===== config.mk =====
export PLATFORM = sky130hd
export DESIGN_NAME = fetch_unit
export DESIGN_NICKNAME = d
export VERILOG_FILES = /design/src/rtl/cpu_types_pkg.sv /design/src/rtl/mux_types_pkg.sv /design/src/rtl/fetch_queue.sv /design/src/rtl/fetch_unit.sv
export SDC_FILE = /design/constraint.sdc
export NUM_CORES = 1
export LEC_CHECK = 0
export CAP_MARGIN = 20
export CORE_MARGIN = 4
export CORE_UTILIZATION = 50
export CTS_BUF_LIST = sky130_fd_sc_hd__clkbuf_8
export DETAILED_ROUTE_END_ITERATION = 12
export PLACE_DENSITY = 0.9
export SLEW_MARGIN = 20
export SYNTH_ARGS = -nofsm -noshare
export SYNTH_HDL_FRONTEND = slang
export SYNTH_HIERARCHICAL = 1
export SYNTH_SLANG_ARGS = --single-unit

===== constraint.sdc =====
create_clock -name CLK -period 12.3 [get_ports CLK]
set_input_delay 1.845 -clock CLK [delete_from_list [all_inputs] [get_ports CLK]]
set_output_delay 1.845 -clock CLK [all_outputs]
set_load 0.1 [all_outputs]

===== src/rtl/cpu_types_pkg.sv =====
// Shared CPU datapath types: machine word, fetch FSM state and fetch-queue entry.
package cpu_types_pkg;

  typedef logic [31:0] word_t;

  typedef enum logic {
    FETCH,
    HALTED
  } fetch_state_t;

  typedef struct packed {
    word_t pc;
    word_t ins;
  } fetch_entry_t;

endpackage


===== src/rtl/mux_types_pkg.sv =====
// Mux select encodings driven by decode into the datapath.
package mux_types_pkg;

  typedef enum logic [1:0] {
    PC_NEXT,
    PC_BRANCH,
    PC_JUMP,
    PC_JR
  } pcMux;

endpackage


===== src/rtl/fetch_queue.sv =====
// Parameterised synchronous FIFO; flush empties it, and push+pop while full is allowed.
module fetch_queue #(
  parameter int DEPTH = 2,
  parameter int WIDTH = 64
) (
  input  logic                       clk,
  input  logic                       rst,
  input  logic                       push,
  input  logic                       pop,
  input  logic                       flush,
  input  logic [WIDTH-1:0]           din,
  output logic [WIDTH-1:0]           dout,
  output logic                       full,
  output logic                       empty,
  output logic [$clog2(DEPTH):0]     count
);

  localparam int AW = $clog2(DEPTH);
  localparam int CW = AW + 1;

  logic [WIDTH-1:0] mem [DEPTH];
  logic [AW-1:0]    rd_ptr;
  logic [AW-1:0]    wr_ptr;
  logic [CW-1:0]    count_q;
  logic             do_push;
  logic             do_pop;

  assign full    = (count_q == CW'(DEPTH));
  assign empty   = (count_q == '0);
  assign do_pop  = pop & ~empty;
  assign do_push = push & (~full | do_pop);
  assign dout    = mem[rd_ptr];
  assign count   = count_q;

  // DEPTH is a power of two, so the pointers wrap on their own.
  always_ff @(posedge clk) begin
    if (rst || flush) begin
      rd_ptr  <= '0;
      wr_ptr  <= '0;
      count_q <= '0;
    end else begin
      if (do_push) wr_ptr <= wr_ptr + AW'(1);
      if (do_pop)  rd_ptr <= rd_ptr + AW'(1);
      count_q <= count_q + CW'(do_push) - CW'(do_pop);
    end
  end

  always_ff @(posedge clk) begin
    if (do_push && !rst && !flush) mem[wr_ptr] <= din;
  end

endmodule


===== src/rtl/fetch_unit.sv =====
// Instruction fetch stage: owns the PC, requests words from imem, queues them for decode.
module fetch_unit
  import cpu_types_pkg::*;
  import mux_types_pkg::*;
#(
  parameter logic [31:0] PC_INIT   = 32'h0000_0000,
  parameter int          BUF_DEPTH = 2
) (
  input  logic        CLK,
  input  logic        RST,
  output logic        imemREN,
  output logic [31:0] imemaddr,
  input  logic        ihit,
  input  logic [31:0] imemload,
  output logic [31:0] ins,
  output logic        ins_valid,
  output logic [31:0] npc,
  input  logic        stall,
  input  pcMux        pcSel,
  input  logic [31:0] branch_target,
  input  logic [25:0] immJ26,
  input  logic [31:0] jr_target,
  input  logic        halt
);

  localparam int CW = $clog2(BUF_DEPTH) + 1;

  fetch_state_t state, state_next;
  word_t        pc, pc_next;
  word_t        head_npc;
  word_t        redirect_pc;
  fetch_entry_t head;
  logic         q_full, q_empty;
  logic [CW-1:0] q_count;
  logic         push, pop, flush;
  logic         halt_take, redirect;

  assign ins_valid = (q_count != '0);
  assign ins       = q_empty ? '0 : head.ins;
  assign head_npc  = head.pc + 32'd4;
  assign npc       = ins_valid ? head_npc : pc + 32'd4;
  assign imemaddr  = pc;

  // Halt wins over any redirect; redirects only count when decode accepts the head.
  assign halt_take = ins_valid & halt;
  assign pop       = ins_valid & ~stall & ~halt;
  assign redirect  = pop & (pcSel != PC_NEXT);

  always_comb begin
    redirect_pc = pc;
    case (pcSel)
      PC_BRANCH: redirect_pc = branch_target;
      PC_JUMP:   redirect_pc = {head_npc[31:28], immJ26, 2'b00};
      PC_JR:     redirect_pc = jr_target & 32'hFFFF_FFFC;
      default:   redirect_pc = pc;
    endcase
  end

  always_ff @(posedge CLK) begin
    if (RST) begin
      state <= FETCH;
      pc    <= PC_INIT;
    end else begin
      state <= state_next;
      pc    <= pc_next;
    end
  end

  always_comb begin
    state_next = state;
    pc_next    = pc;
    imemREN    = 1'b0;
    push       = 1'b0;
    flush      = 1'b0;
    case (state)
      FETCH: begin
        if (halt_take) begin
          state_next = HALTED;
          flush      = 1'b1;
        end else if (redirect) begin
          flush   = 1'b1;
          pc_next = redirect_pc;
        end else begin
          imemREN = ~q_full | pop;
          push    = imemREN & ihit;
          if (push) pc_next = pc + 32'd4;
        end
      end
      HALTED: state_next = HALTED;
      default: state_next = FETCH;
    endcase
    if (RST) begin
      imemREN = 1'b0;
      push    = 1'b0;
    end
  end

  fetch_queue #(
    .DEPTH (BUF_DEPTH),
    .WIDTH ($bits(fetch_entry_t))
  ) u_queue (
    .clk   (CLK),
    .rst   (RST),
    .push  (push),
    .pop   (pop),
    .flush (flush),
    .din   ({pc, imemload}),
    .dout  (head),
    .full  (q_full),
    .empty (q_empty),
    .count (q_count)
  );

endmodule


* After elaboration in Yosys (flattened, before gate mapping)
Memory sizes are Yosys's and may differ from the RTL's. A register that Yosys moved wholly into a read port is not among the register bits.
Cells that the tools add are included.
** Word-level totals
- Flip-flop bits (word level) :: 37
- Bits in latches :: 0
- Bits in writable memories :: 128
- ROM bits :: 0
- Input port bits :: 129
- Output and inout bits :: 98
- Word-level logic and storage cells :: 64
- Memories kept :: 1
** Cells by class
- $add $sub $neg :: 6
- Multiply operators :: 0
- Div/mod/pow operators :: 0
- Magnitude comparators :: 0
- Equality and inequality tests :: 5
- Shifts and indexed selects :: 0
- Muxes and demuxes :: 22
- Bitwise logic cells :: 15
- Reductions and logical operators :: 10
** Memories
- u_queue.mem :: depth 2, bits a word 64, read ports 1, clocked after Yosys merged registers in 1, write ports 1, line fetch_queue.sv:21 : logic [WIDTH-1:0] mem [DEPTH];
** Operators with widths (count)
- 2-to-1 mux 32 bit :: 4
- one-hot mux 32 bit (3 select lines) :: 1
- adder 32 x 3 -> 32 bit, second input constant :: 2
- 2-to-1 mux 1 bit :: 16
- AND 1 bit :: 7
- equality test 2 bit, second input constant :: 3
- inverter 1 bit :: 6
- nonzero test 2 bit :: 3
- inequality test 4 x 1 -> 1 bit, second input constant :: 1
- AND reduction 4 bit :: 1
- adder 1 bit, second input constant :: 2
- adder 2 x 1 -> 2 bit :: 1
- equality test 2 x 1 -> 1 bit, second input constant :: 1
- logical AND 1 bit :: 2
- logical NOT 1 bit :: 2
- logical NOT 2 bit :: 1
- bitwise OR 1 bit :: 2
- one-hot mux 1 bit (2 select lines) :: 1
- subtractor 2 x 1 -> 2 bit :: 1
- logical OR 1 bit :: 1

* Logic depth before layout (Yosys ltp)
Gate-level depths: netlist of run 1.
- Depth after elaboration :: 14
- Mapped depth :: 13
- Gate-level depth less buffers :: 13

* By module
Netlist of run 1, hierarchy kept.
** By module, submodules not included
- fetch_queue :: times used 1, cells an instance 229, area an instance 4849.7 µm²
- fetch_unit :: times used 1, cells an instance 602, area an instance 4306.6 µm²

* Least setup slack after synthesis of run 1
No wires, ideal clock.
- Path type :: in2reg
- From :: input pcSel[0]
- To :: memory u_queue.mem[1][0] (enable)
- Setup time :: 0.666 ns
- Arrival :: 10.183 ns
- Data required time :: 11.634 ns
- Setup slack :: 1.451 ns
- Stages on the path :: 8
- Cell sequence :: buf_2 -> buf_2 -> nor4_1 -> a21oi_1 -> a2bb2oi_1 -> nor4b_1 -> o21ai_0 -> nor4b_1
** On the way
- Word-level cells in the longest chain between the ends :: 11
- Elaborated cells on any way between the ends :: 15
- Classes of those cells :: mux: 9; bitwise: 2; reduce/logical: 4
** Ends and longest elaborated chain
- start, declared :: line fetch_unit.sv:19 : input pcMux pcSel,
- nonzero test 2 bit :: line fetch_unit.sv:47 : assign redirect = pop & (pcSel != PC_NEXT);
- AND 1 bit :: line fetch_unit.sv:47
- 2-to-1 mux 1 bit :: line fetch_unit.sv:80 : end else if (redirect) begin
- 2-to-1 mux 1 bit :: line fetch_unit.sv:77 : if (halt_take) begin
- 2-to-1 mux 1 bit :: line fetch_unit.sv:75 : case (state)
- 2-to-1 mux 1 bit :: line fetch_unit.sv:92 : if (RST) begin
- via push :: line fetch_unit.sv:35 : logic push, pop, flush;
- AND 1 bit :: line fetch_queue.sv:31 : assign do_push = push & (~full | do_pop);
- logical AND 1 bit (2 in a row) :: line fetch_queue.sv:49 : if (do_push && !rst && !flush) mem[wr_ptr] <= din;
- 2-to-1 mux 1 bit :: line fetch_queue.sv:49
- 2-to-1 mux 1 bit (not written as such) :: line fetch_queue.sv:49
- end, declared :: line fetch_queue.sv:21
The timed path passes the listed nets, and every way through them passes these cells.

==> impl_metrics.env, run 1 <==
export IMPL_status="completed"
export IMPL_yosys_most_used_dff="edfxtp_1"
export IMPL_setup_ws_ns=5.43
export IMPL_synth_ff_latch_count=166
export IMPL_ys_types=64
export IMPL_seqPwrFrac_pct=49.9
export IMPL_pin_count=227
export IMPL_antenna_found_initial=0
export IMPL_crit_type="flip-flop to primary output"
export IMPL_start_kind="flip-flop"
export IMPL_htree_levels=4
export IMPL_num_rows=49
export IMPL_place_congestion=0.885
export IMPL_fin_tns_setup_ns=0
export IMPL_endpoint_kind="primary output"
export IMPL_cts_resized_gates=0
export IMPL_portBuffers=224
export IMPL_period_share_pct=55.9
export IMPL_fmax_ghz=0.146
export IMPL_dpl_worst_slack_ns=5.93
export IMPL_yosys_warnings=6
export IMPL_path_clk_slew_ns=0.08
export IMPL_syn_avg_cell_area_um2=11.0
export IMPL_syn_instance_count=831
export IMPL_clock_skew_ns=0.00891
export IMPL_wire_per_inst_um=19.3
export IMPL_p_leak_nw=3.93
export IMPL_drt_first_iter_violations=571
export IMPL_fill_cells=1412
export IMPL_diodes=0
export IMPL_synth_cell_area_um2=9160
export IMPL_first_pass_iters=5
export IMPL_dieArea_um2=20500
export IMPL_synth_nets=963
export IMPL_cp_max_fo=37
export IMPL_postRouteAntennaNets=0
export IMPL_synth_async_sr_flop_share_pct=0
export IMPL_fin_area_um2=11900
export IMPL_syn2layout_area_growth_pct=30.0
export IMPL_multi_input_area_um2=4260
export IMPL_setup_viol=0
export IMPL_power_frac_clock_pct=28.7
export IMPL_whs_ns=0.497
export IMPL_start_util_pct=51.0
export IMPL_power_frac_comb_pct=21.4
export IMPL_arrival_ns=5.03
export IMPL_rsz0062_at_grt="false"
export IMPL_grt_pass1_wl_mm=38.0
export IMPL_holdBufCountCts=0
export IMPL_p_int_mw=0.872
export IMPL_clock_sinks=166
export IMPL_drc=0
export IMPL_swShare_pct=30.5
export IMPL_tightest_slew_ns=1.06
export IMPL_grt_pass1_vias=7285
export IMPL_hpwl_mm=17.3
export IMPL_coreArea_um2=18000
export IMPL_viasPerCell=5.83
export IMPL_numCtsBuffers=17
export IMPL_seq_area_um2=4610
export IMPL_timing_slew_headroom_pct=29.0
export IMPL_cts_path_max_buffers=2
export IMPL_required_ns=10.45
export IMPL_nNetsFinal=1163
export IMPL_via_count=7423
export IMPL_cts_tree="yes"
export IMPL_place_area_um2=11500
export IMPL_hold_viol=0
export IMPL_ys_seq_area_share_pct=50.3
export IMPL_postCtsSetupRepairBufs=0
export IMPL_grt_max_degree=66
export IMPL_min_path_type="flip-flop to flip-flop"
export IMPL_synth_edf_count=128
export IMPL_grtUsageTotal_pct=23.6
export IMPL_die_h_um=143
export IMPL_wl_mm=24.6
export IMPL_p_switching_mw=0.382
export IMPL_die_w_um=143
export IMPL_p_per_area_nw_per_um2=105
export IMPL_cts_root_buf="clkbuf_8"
export IMPL_ir_drop_v=0.0000679
export IMPL_insertion_delay_ns=0.45
export IMPL_finalCriticalPeriod_ns=6.87
export IMPL_grt_overflow=0
export IMPL_slew_viol_final=0
export IMPL_final_layout_size_suffix_gt1_share_pct=12.2
export IMPL_maxCapViolCount=0
[cells in the final DEF (no fill, tap or decap), types with 3 or more instances in the layout]
cell type and n:
nand2_1 75, nor4_1 17, inv_1 26, clkinv_2 3, o221a_2 3, dfxtp_1 37, o21ai_0 36, nor3_1 23
xor2_1 16, clkdlybuf4s50_1 222, mux2_2 66, and4_1 4, buf_4 11, nor3b_1 3, nand3_1 19, nand4_1 17
ha_1 3, xnor2_1 42, a211oi_1 9, clkbuf_8 19, edfxtp_1 128, clkinvlp_4 3, o21a_1 3, and3_1 5
nor2b_1 37, mux2i_1 48, or3_1 7, nand2b_1 7, o32ai_1 11, a21oi_1 28, o31a_1 12, o211ai_1 17
nor2_1 38
[flip-flops by register name, indices dropped and copies added, names as in the netlist, named ones only]
| name | cells |
|---|---|
| u_queue/mem | 128 |
| u_queue/wr_ptr | 1 |
| u_queue/count | 2 |
| u_queue/rd_ptr | 1 |
| imemaddr | 32 |
| state | 1 |
[cell families (layout without fill, tap and decap cells)]
group / Yosys count / after routing / synth area share [%]
buf+inv: 75 / 288 / 3.46
mux: 114 / 114 / 13.4
fa+ha+maj: 3 / 3 / 0.410
flops: 166 / 166 / 50.3
simple gates: 277 / 277 / 16.6
compound gates: 138 / 138 / 10.4
xor+xnor: 58 / 58 / 5.55
[power by group through the flow]
stage               sequential (mW)  combinational (mW)  clock, mW
floorplan                     0.656               0.160          0
global placement              0.638               0.265          0
finish                        0.626               0.269      0.360
detailed placement            0.639               0.269          0
global route                  0.628               0.281      0.389
CTS                           0.626               0.269      0.365
[metal layers]
| layer | vias up | wire (µm) | share of wire [%] | track usage (%) |
|---|---|---|---|---|
| met1 | 3470 | 9640 | 39 | 29.4 |
| met2 | 411 | 12100 | 49 | 40.4 |
| met5 | - | 0 | 0 | 0 |
| met3 | 44 | 2240 | 9.1 | 4.99 |
| met4 | 0 | 596 | 2.4 | 9.46 |
| li1 | 3498 | - | - | - |
[worst max-delay path, stage by stage, from the launching register on]
cell and delay, ns:
dfxtp_2 0.83, buf_4 0.55, mux2_2 0.32, and4_1 0.34
nand4_1 0.56, nor4_2 0.40, xnor2_1 0.12, mux2i_1 0.26
clkdlybuf4s50_1 1.19
[stage by stage]
stage	power [mW]	utilization [%]	instances
5_1_grt	1.30	66.2	1273
2_1_floorplan	0.817	-	831
3_3_place_gp	0.903	64.2	1241
3_5_place_dp	0.908	64.2	1241
4_1_cts	1.26	66.2	1273
6_report	1.25	66.2	1273
[final timing paths]
path	from	slack, ns	cells past startpoint	to
worst max-delay path	flip-flop	5.43	8	npc[27]
worst min-delay path	u_queue/wr_ptr$_SDFFE_PP0P_	0.50	2	u_queue/wr_ptr$_SDFFE_PP0P_
worst min register to register	u_queue/wr_ptr$_SDFFE_PP0P_	0.50	2	u_queue/wr_ptr$_SDFFE_PP0P_
worst max register to register	u_queue/count[1]$_SDFF_PP0_	7.95	8	u_queue/mem[0][2]$_DFFE_PP_
[cells in the mapped netlist (3+ instances only)]
cell type / number / share of area [%]
mux2i_1: 48 / 5.2
o211ai_1: 17 / 1.4
nor3_1: 23 / 1.3
nor4_1: 17 / 1.2
nor3b_1: 3 / 0.25
nand2_1: 75 / 3.1
or3_1: 7 / 0.48
edfxtp_1: 128 / 42
xnor2_1: 42 / 4.0
mux2_2: 66 / 8.1
o21a_1: 3 / 0.25
buf_2: 17 / 0.93
and4_1: 4 / 0.38
dfxtp_1: 38 / 8.3
a21oi_1: 28 / 1.5
a211oi_1: 9 / 0.74
o31a_1: 12 / 1.1
ha_1: 3 / 0.41
inv_1: 21 / 0.86
o21ai_0: 36 / 2.0
nand3_1: 19 / 1.0
and3_1: 5 / 0.34
nor3_2: 3 / 0.33
nand4_1: 17 / 1.2
nor2b_1: 37 / 2.5
nand2b_1: 7 / 0.48
o32ai_1: 11 / 1.1
o221a_2: 3 / 0.37
nor2_1: 40 / 1.6
clkbuf_1: 30 / 1.2
xor2_1: 16 / 1.5
[layout make-up]
| cell class | count | area share (%) |
|---|---|---|
| Timing Repair Buffer | 234 | 19.4 |
| Clock inverter | 13 | 0.799 |
| Inverter | 22 | 0.694 |
| Sequential cell | 166 | 38.7 |
| Clock buffer | 19 | 2.20 |
| Multi-Input combinational cell | 590 | 35.8 |
| Tap cell | 229 | 2.41 |
(Power assumes the default switching activity.)
==> inputs of run 2 (changes only) <==
- clock period: 12.3 -> 7.1 ns (I/O delays scaled with it)
==> impl_metrics.env, run 2 (synthesized netlist as in run 1, its figures left out) <==
export IMPL_tightest_slew_ns=1.07
export IMPL_grt_overflow=0
export IMPL_die_w_um=143
export IMPL_hold_viol=0
export IMPL_rsz0062_at_grt="false"
export IMPL_start_kind="flip-flop"
export IMPL_worstSetupPathDepth=7
export IMPL_antenna_found_initial=1
export IMPL_cp_cell_sequence="mux2_2, and4_1, nand4_1, nor4_1, xnor2_1, mux2i_1, clkdlybuf4s50_1"
export IMPL_viasPerCell=5.85
export IMPL_fmax_ghz=0.170
export IMPL_coreArea_um2=18000
export IMPL_largest_register_ffs=128
export IMPL_setup_viol=0
export IMPL_regMostFlops="u_queue/mem"
export IMPL_slew_viol_final=0
export IMPL_r2r_cells=8
export IMPL_grt_pass1_vias=7214
export IMPL_min_path_type="flip-flop to flip-flop"
export IMPL_cts_path_max_buffers=2
export IMPL_postRouteAntennaNets=0
export IMPL_clock_sinks=166
export IMPL_num_rows=49
export IMPL_drt_first_iter_violations=665
export IMPL_place_congestion=0.883
export IMPL_cts_tree="yes"
export IMPL_p_per_area_nw_per_um2=183
export IMPL_grt_pass1_wl_mm=38.0
export IMPL_die_h_um=143
export IMPL_wire_per_inst_um=19.3
export IMPL_arrival_ns=4.80
export IMPL_numCtsBuffers=17
export IMPL_start_util_pct=51.0
export IMPL_grt_max_degree=66
export IMPL_crit_type="flip-flop to primary output"
export IMPL_finalCriticalPeriod_ns=5.87
export IMPL_period_share_pct=82.7
export IMPL_fill_cells=1358
export IMPL_timing_slew_headroom_pct=28.5
export IMPL_htree_levels=4
export IMPL_cp_slowest_stage_delay_ns=1.17
export IMPL_clock_skew_ns=0.0117
export IMPL_status="completed"
export IMPL_portBuffers=224
export IMPL_layout_common_cells="222 x clkdlybuf4s50_1, 128 x edfxtp_1, 75 x nand2_1"
export IMPL_p_leak_nw=3.93
export IMPL_drc=0
export IMPL_postCtsSetupRepairBufs=0
export IMPL_slowest_stage="clkdlybuf4s50_1"
export IMPL_nNetsFinal=1166
export IMPL_pin_count=227
export IMPL_endpoint_kind="primary output"
export IMPL_holdBufCountCts=0
export IMPL_critPathTopFamily="simple AND/OR/NAND/NOR gates"
export IMPL_cts_root_buf="clkbuf_8"
export IMPL_grtUsageTotal_pct=23.7
export IMPL_cts_resized_gates=0
export IMPL_cp_max_fo=38
export IMPL_maxCapViolCount=0
export IMPL_ir_drop_v=0.000113
export IMPL_finalPower_mw=2.19
export IMPL_dieArea_um2=20500
export IMPL_via_count=7467
export IMPL_critPathBufInv=1
export IMPL_layout_commonest_cell="clkdlybuf4s50_1"
export IMPL_path_clk_slew_ns=0.09
export IMPL_final_layout_size_suffix_gt1_share_pct=12.7
export IMPL_required_ns=6.03
export IMPL_fin_tns_setup_ns=0
export IMPL_wl_mm=24.6
export IMPL_insertion_delay_ns=0.46
export IMPL_holdPathStages=2
export IMPL_first_pass_iters=5
export IMPL_diodes=0
export IMPL_syn2layout_area_growth_pct=30.3
export IMPL_hpwl_mm=17.5
==> run 2: cell types whose count changed in the layout (fill, tap and decap cells not counted) <==
| cell | previous run | this run |
|---|---|---|
| clkinv_1 | 0 | 1 |
| inv_6 | 0 | 4 |
| nor4b_4 | 0 | 1 |
| buf_4 | 11 | 13 |
| clkinv_4 | 1 | 2 |
| inv_1 | 26 | 22 |
| clkinv_2 | 3 | 2 |
| buf_2 | 1 | 2 |
| clkinvlp_4 | 3 | 4 |
| nor4b_2 | 1 | 0 |
| clkbuf_8 | 19 | 17 |
==> run 2: metrics by stage <==
stage | hold WS [ns] | cells | instance area, µm² | worst slack (ns) | utilization, %
global route | 0.523 | 1276 | 11900 | 0.946 | 66.4
global placement | 0.464 | 1244 | 11600 | 1.83 | 64.4
floorplan | 0.442 | 831 | 9160 | 0.213 | -
finish | 0.489 | 1276 | 11900 | 1.23 | 66.4
CTS | 0.488 | 1276 | 11900 | 1.23 | 66.4
detailed placement | 0.470 | 1244 | 11600 | 1.89 | 64.4
==> run 2: path summary, 6_finish.rpt <==
check                              start                           to  slack [ns]
min          u_queue/wr_ptr$_SDFFE_PP0P_  u_queue/wr_ptr$_SDFFE_PP0P_        0.49
max                            flip-flop                      npc[21]        1.23
max reg2reg  u_queue/count[1]$_SDFF_PP0_  u_queue/mem[0][0]$_DFFE_PP_        3.16
min reg2reg  u_queue/wr_ptr$_SDFFE_PP0P_  u_queue/wr_ptr$_SDFFE_PP0P_        0.49
==> run 2: power by group <==
group / switching, mW / internal, mW / total [mW]
clock network: 0.359 / 0.278 / 0.637
registers: 0.0172 / 1.07 / 1.08
logic: 0.309 / 0.157 / 0.466
total: 0.686 / 1.50 / 2.19
==> run 2: worst min-delay path, stage by stage (launching register included) <==
cell,delay (ns)
dfxtp_1,0.33
nand2_1,0.06
mux2i_1,0.06
==> run 2: area by class of cell <==
class	instances	area [µm²]	area share [%]
Multi-Input combinational cell	590	4270	35.7
Clock buffer	17	234	1.96
Clock inverter	15	130	1.09
Sequential cell	166	4610	38.6
Timing Repair Buffer	237	2330	19.5
Inverter	22	82.6	0.692
Tap cell	229	287	2.40
==> run 2: routing by layer <==
layer	part of all wire (%)	wire length (µm)	track usage, %
met2	49	12000	40.5
met1	39	9590	29.3
met5	0.053	13	0
met3	9.0	2230	5.22
met4	3.0	743	9.76
